[src/rtl/counter_pkg.sv]
`default_nettype none
// ============================================================================
//  Module   : counter_pkg
//  Purpose  : Shared mode encodings and code-conversion helpers for the
//             parametrised multi-mode counter.
//  Revision : 1.0 - initial release
// ============================================================================
package counter_pkg;

   // Counter code selection; the reserved encoding behaves as binary.
   localparam logic [1:0] MODE_BIN  = 2'b00;
   localparam logic [1:0] MODE_JOHN = 2'b01;
   localparam logic [1:0] MODE_GRAY = 2'b10;
   localparam logic [1:0] MODE_RSVD = 2'b11;

   // Widest counter the width-generic helpers below can handle.
   localparam int MAX_WIDTH = 32;

   // Binary to reflected Gray code.
   function automatic logic [MAX_WIDTH-1:0] bin2gray(input logic [MAX_WIDTH-1:0] b);
      return b ^ (b >> 1);
   endfunction

   // A Johnson code of 'width' bits is 0..01..1 or 1..10..0, i.e. it has at
   // most one transition between adjacent bits inside the active width.
   function automatic logic is_johnson_valid(input logic [MAX_WIDTH-1:0] v,
                                             input int                   width);
      int edges;
      edges = 0;
      for (int i = 0; i < MAX_WIDTH - 1; i++) begin
         if ((i < width - 1) && (v[i] != v[i+1])) begin
            edges++;
         end
      end
      return (edges <= 1);
   endfunction

endpackage : counter_pkg
`default_nettype wire

[src/rtl/gray2bin.sv]
`default_nettype none
// ============================================================================
//  Module   : gray2bin
//  Purpose  : Combinational Gray-to-binary converter (XOR prefix chain from
//             the MSB downwards).
//  Revision : 1.0 - initial release
// ============================================================================
module gray2bin #(
   parameter int WIDTH = 4
) (
   input  logic [WIDTH-1:0] gray,
   output logic [WIDTH-1:0] bin
);

   // Each binary bit is the XOR of all Gray bits at or above its position.
   always_comb begin
      logic acc;
      acc = 1'b0;
      bin = '0;
      for (int i = WIDTH - 1; i >= 0; i--) begin
         acc    = acc ^ gray[i];
         bin[i] = acc;
      end
   end

endmodule : gray2bin
`default_nettype wire

[src/rtl/param_sync_counter.sv]
`default_nettype none
// ============================================================================
//  Module   : param_sync_counter
//  Purpose  : Parametrised up/down counter with binary, Johnson and Gray
//             output codes, parallel load, enable, wrap-or-saturate and a
//             combinational terminal-count flag.
//  Revision : 1.0 - initial release
// ============================================================================
module param_sync_counter
   import counter_pkg::*;
#(
   parameter int WIDTH       = 4,
   parameter int SAT_DEFAULT = 0   // recommended tie-off value for sat
) (
   input  logic             clk,
   input  logic             rst,       // asynchronous, active low
   input  logic             en,
   input  logic             up_dn,
   input  logic [1:0]       mode,
   input  logic             sat,
   input  logic             load,
   input  logic [WIDTH-1:0] load_val,
   output logic [WIDTH-1:0] out,
   output logic             tc
);

   // Reject nonsensical parameterisations at elaboration time.
   if ((WIDTH < 2) || (WIDTH > MAX_WIDTH) || (SAT_DEFAULT < 0) || (SAT_DEFAULT > 1)) begin : g_param_check
      $error("param_sync_counter: WIDTH must be 2..%0d and SAT_DEFAULT 0 or 1", MAX_WIDTH);
   end

   logic [WIDTH-1:0] r_bin;     // binary shadow used by binary and Gray modes
   logic [WIDTH-1:0] r_out;     // registered output code
   logic [1:0]       r_mode;    // mode seen on the previous edge

   logic             w_mode_chg;
   logic [WIDTH-1:0] w_term;
   logic [WIDTH-1:0] w_load_bin;
   logic [WIDTH-1:0] w_bin_step;
   logic [WIDTH-1:0] w_john_step;
   logic             w_john_cur_ok;
   logic             w_john_load_ok;
   logic             w_tc;

   assign out        = r_out;
   assign w_mode_chg = (mode != r_mode);

   // Gray loads are tracked internally in binary so counting continues correctly.
   gray2bin #(
      .WIDTH (WIDTH)
   ) u_load_g2b (
      .gray (load_val),
      .bin  (w_load_bin)
   );

   assign w_john_cur_ok  = is_johnson_valid(MAX_WIDTH'(r_out), WIDTH);
   assign w_john_load_ok = is_johnson_valid(MAX_WIDTH'(load_val), WIDTH);
   assign w_bin_step     = up_dn ? (r_bin + WIDTH'(1)) : (r_bin - WIDTH'(1));

   // Johnson successor; any corrupted pattern falls back to the zero state.
   always_comb begin
      w_john_step = '0;
      if (w_john_cur_ok) begin
         if (up_dn) begin
            w_john_step = {r_out[WIDTH-2:0], ~r_out[WIDTH-1]};
         end else begin
            w_john_step = {~r_out[0], r_out[WIDTH-1:1]};
         end
      end
   end

   // Terminal value: zero when counting down; last code of the sequence when up.
   always_comb begin
      w_term = '0;
      if (up_dn) begin
         case (r_mode)
            MODE_JOHN, MODE_GRAY: w_term = {1'b1, {(WIDTH-1){1'b0}}};
            default:              w_term = '1;
         endcase
      end
   end

   // Flag is suppressed in reset, on load, when idle and on a mode-change edge.
   assign w_tc = rst & en & ~load & ~w_mode_chg & (r_out == w_term);
   assign tc   = w_tc;

   // Next-state: mode change > load > enabled count (unless saturated) > hold.
   always_ff @(posedge clk or negedge rst) begin
      if (!rst) begin
         r_bin  <= '0;
         r_out  <= '0;
         r_mode <= MODE_BIN;
      end else begin
         r_mode <= mode;
         if (w_mode_chg) begin
            r_bin <= '0;
            r_out <= '0;
         end else if (load) begin
            case (r_mode)
               MODE_JOHN: begin
                  r_bin <= '0;
                  r_out <= w_john_load_ok ? load_val : '0;
               end
               MODE_GRAY: begin
                  r_bin <= w_load_bin;
                  r_out <= load_val;
               end
               MODE_BIN, MODE_RSVD: begin
                  r_bin <= load_val;
                  r_out <= load_val;
               end
               default: begin
                  r_bin <= load_val;
                  r_out <= load_val;
               end
            endcase
         end else if (en && !(sat && w_tc)) begin
            case (r_mode)
               MODE_JOHN: begin
                  r_out <= w_john_step;
               end
               MODE_GRAY: begin
                  r_bin <= w_bin_step;
                  r_out <= WIDTH'(bin2gray(MAX_WIDTH'(w_bin_step)));
               end
               default: begin
                  r_bin <= w_bin_step;
                  r_out <= w_bin_step;
               end
            endcase
         end
      end
   end

endmodule : param_sync_counter
`default_nettype wire

[config.mk]
export PLATFORM = sky130hd
export DESIGN_NAME = param_sync_counter
export DESIGN_NICKNAME = d
export VERILOG_FILES = /design/src/rtl/counter_pkg.sv /design/src/rtl/gray2bin.sv /design/src/rtl/param_sync_counter.sv
export SDC_FILE = /design/constraint.sdc
export NUM_CORES = 1
export LEC_CHECK = 0
export BUFFER_PORTS_ARGS = -buffer_cell sky130_fd_sc_hd__clkbuf_2
export CORE_UTILIZATION = 30
export DETAILED_ROUTE_END_ITERATION = 6
export MAX_ROUTING_LAYER = met4
export PLACE_DENSITY_LB_ADDON = 0.2
export REMOVE_ABC_BUFFERS = 1
export SLEW_MARGIN = 20
export SYNTH_ARGS = -nofsm -noshare
export SYNTH_HDL_FRONTEND = slang
export SYNTH_HIERARCHICAL = 1
export SYNTH_SLANG_ARGS = --single-unit
[constraint.sdc]
create_clock -name clk -period 3.8 [get_ports clk]
set_input_delay 0.19 -clock clk [delete_from_list [all_inputs] [get_ports clk]]
set_output_delay 0.19 -clock clk [all_outputs]
set_load 0.1 [all_outputs]
==> results.md <==
* Result of the run: complete, no violations
* Clock Power Share at 28.5%
* P&R area growth vs syn at 13.9%
* First-iteration detailed-routing DRC count at 42
* Final setup fails at 0
* GRT overflow at 0
* Sequential area share after synthesis at 21.3%
* Dpl hpwl at 2.24 mm
* Type of the worst min-delay path: input port to flop
* Synth unique cells at 47
* Synth Instances at 134
* Syn Area/Cell at 8.76 um^2
* Via count at 1,052
* Placement Cell Area at 1270 um^2
* Worst-path fanout max at 11
* Setup crit end kind: primary output
* Die area at 4170 um^2
* Tot Pwr at 475 uW
* Largest net degree at the start of global routing at 14
* Max-slew violation count at 0
* Cell Area, Synth at 1170 um^2
* Asr flop ratio synth at 100%
* Reg clk slew, reported paths at 50 ps
* Tot GR Track Use at 15.4%
* Die Width at 64.5 um
* Clk Latency, worst-skew pair at 240 ps
* DP Cell Count at 192
* Ys flop type: dfrtp_1
* Clock tree buffer depth at 2
* Synth Register Bits at 10
* Cell Chain, Critical Path: inv_1 > ha_1 > a2111oi_4 > a41oi_4 > nor4_1 > clkbuf_2
* Worst EP required at 3610 ps
* Least-Margin Pin Slew at 528 ps
* Row count at 22
* Clk sink count at 10
* Worst setup margin at 1100 ps
* Pre-CTS setup slack at 1280 ps
* Final Hold Slack at 113 ps
* P_sw at 192 uW
* Vias in the first global route at 1,044
* Seq pwr share at 29.2%
* Top delay family on crit path: buffers and inverters
* Final Non-Filler Cells at 197
* RSZ-0062 raised after global routing: false
* Placeable core area at 3720 um^2
* Final wirelength at 2.83 mm
* IO Pins at 17
* Routability cong. at 0.860
* Hold Fails Final Rpt at 0
* First-pass GRT wire length at 4.82 mm
* CTS HTree Levels at 1
* Cts bufs inserted at 3
* Post-synth EDFFs at 0
* Post-CTS setup repair buffer count at 0
* Vias per cell at 5.34
* Arr. time, crit path at 2510 ps
* Clk root buf: clkbuf_8
* Detailed-route wire length per cell at 14.3 um
* Critical path's slowest cell: clkbuf_2
* Crit start category: flop
* Setup Skew at 5.16 ps
* Peak Freq at 370 MHz
* Worst path max stage delay at 500 ps
* P_int at 283 uW
* Pwr dens at 356 nW/um^2
* NumNets Final at 169
* Max-Cap Viols at 0
* Combinational power share at 42.4%
* Fillers at 382
* Port-buffer cells at 16
* Number of diodes at 0
* Initial antenna violation count at 0
* Initial core utilization at 31.6%
* Final period utilization at 71.1%
* Layout cells sized above 1 at 18.1%
* Min Tclk post-route at 2700 ps
* Routed Antenna Nets at 0
* Pleak at 0.595 nW
* Switching Fraction at 40.5%
* Pre-Repair DR Iteration Count at 4
* Design area at 1340 um^2
* DIE HEIGHT at 64.5 um
* Worst rel slew slack at 64.5%
* DRC at 0
* Yosys warns at 6
* Worst VDD drop at 0.242 mV
* CTS tree: built
* Buf/Inv on CP at 2
* WS Path Type: flop to primary output
worst paths after layout:
kind,from,endpoint,slack [ps],depth (start not counted)
max in group asynchronous,rst,r_mode[0],3190,2
min in group asynchronous,rst,out[1],370,2
max reg2reg,r_mode[0],r_bin[1],1280,7
min reg2reg,r_bin[3],r_bin[3],510,1
min,mode[0],r_mode[0],110,1
max,r_mode[0],tc,1100,6
sequential cells by signal, indices dropped and copies added, names as in the netlist:
register  count
r_mode        2
out           4
r_bin         4
worst reg2reg max path, stage by stage, from the launching register on:
cell	delay (ps)
dfrtp_1	410
inv_1	60
ha_1	480
a2111oi_4	460
a41oi_4	70
o31ai_4	400
o21a_4	200
mux2_1	320
final cells by class:
class / instances / area, um^2 / share of cell area (%)
multi-input combinational: 105 / 832 / 62.3
inverter: 13 / 48.8 / 3.65
sequential: 10 / 250 / 18.7
timing repair buffer: 17 / 90.1 / 6.74
clock buffer: 4 / 55.1 / 4.12
tap: 48 / 60.1 / 4.49
power by group through the flow:
stage	Sequential [mW]	Clock (mW)	Combinational [mW]
2_1_floorplan	0.168	0	0.122
4_1_cts	0.139	0.136	0.202
3_3_place_gp	0.139	0	0.198
5_1_grt	0.141	0.142	0.220
3_5_place_dp	0.140	0	0.201
6_report	0.139	0.135	0.201
layer usage:
layer	part of all wire, %	up-vias	track usage [%]
li1	-	517	-
met1	49	509	19.9
met2	47	24	25.0
met3	3.5	2	3.17
met4	0.42	0	2.50
met5	0	-	-
cell families (layout without fill, tap and decap cells):
logic type	count (synthesis)	after routing	share of synthesized area, %
flip-flops	10	10	21.3
AO/OA/AOI/OAI	43	43	30.1
multiplexers	4	4	3.84
XOR/XNOR	17	17	13.3
adder cells (fa/ha/maj)	7	7	8.10
AND/OR/NAND/NOR	34	34	15.6
buffers and inverters	19	34	7.78
timing repair:
item | CTS | global route
endpoints found under the hold margin | 10 | 0
hold buffers | 1 | 0
resized for setup | 0 | 0
endpoints found under the setup margin | 0 | 0
placed cells by master (no fill, tap or decap), types with 2 or more instances in the layout:
cell type and count:
xnor2_1 9, o21ai_0 7, clkbuf_8 4, and3b_1 2
nor4_1 2, nor2b_1 2, a31oi_1 2, inv_1 13
a2bb2oi_1 3, a22oi_1 6, nor3_1 2, ha_1 6
xor2_1 7, clkbuf_2 16, mux2_1 4, nor2_1 5
nand3_1 2, dfrtp_1 10, a21oi_1 8, nand2_1 11
o22ai_1 3
per-stage QoR:
stage                     TNS [ps]  utilization, %
after global routing             0            36.0
final                            0            36.0
after CTS                        0            36.0
after floorplan               -861               -
after global placement           0            34.2
after detailed placement         0            34.2
cells in the mapped netlist (2+ instances only):
library cell	instances	area, um^2
xor2_1	7	61.3
a2bb2oi_1	3	26.3
ha_1	6	75.1
mux2_1	4	45.0
inv_1	13	48.8
a22oi_1	6	45.0
nor2b_1	2	12.5
o21ai_0	7	35.0
nor4_1	2	12.5
o22ai_1	3	18.8
nand3_1	2	10.0
clkbuf_1	2	7.51
and3b_1	2	17.5
nor2_1	5	18.8
dfrtp_1	10	250
nor3_1	2	10.0
nand2_1	11	41.3
a31oi_1	2	12.5
buf_6	2	22.5
a21oi_1	8	40.0
xnor2_1	9	78.8
Note: power is estimated with default switching activity, not from simulation.
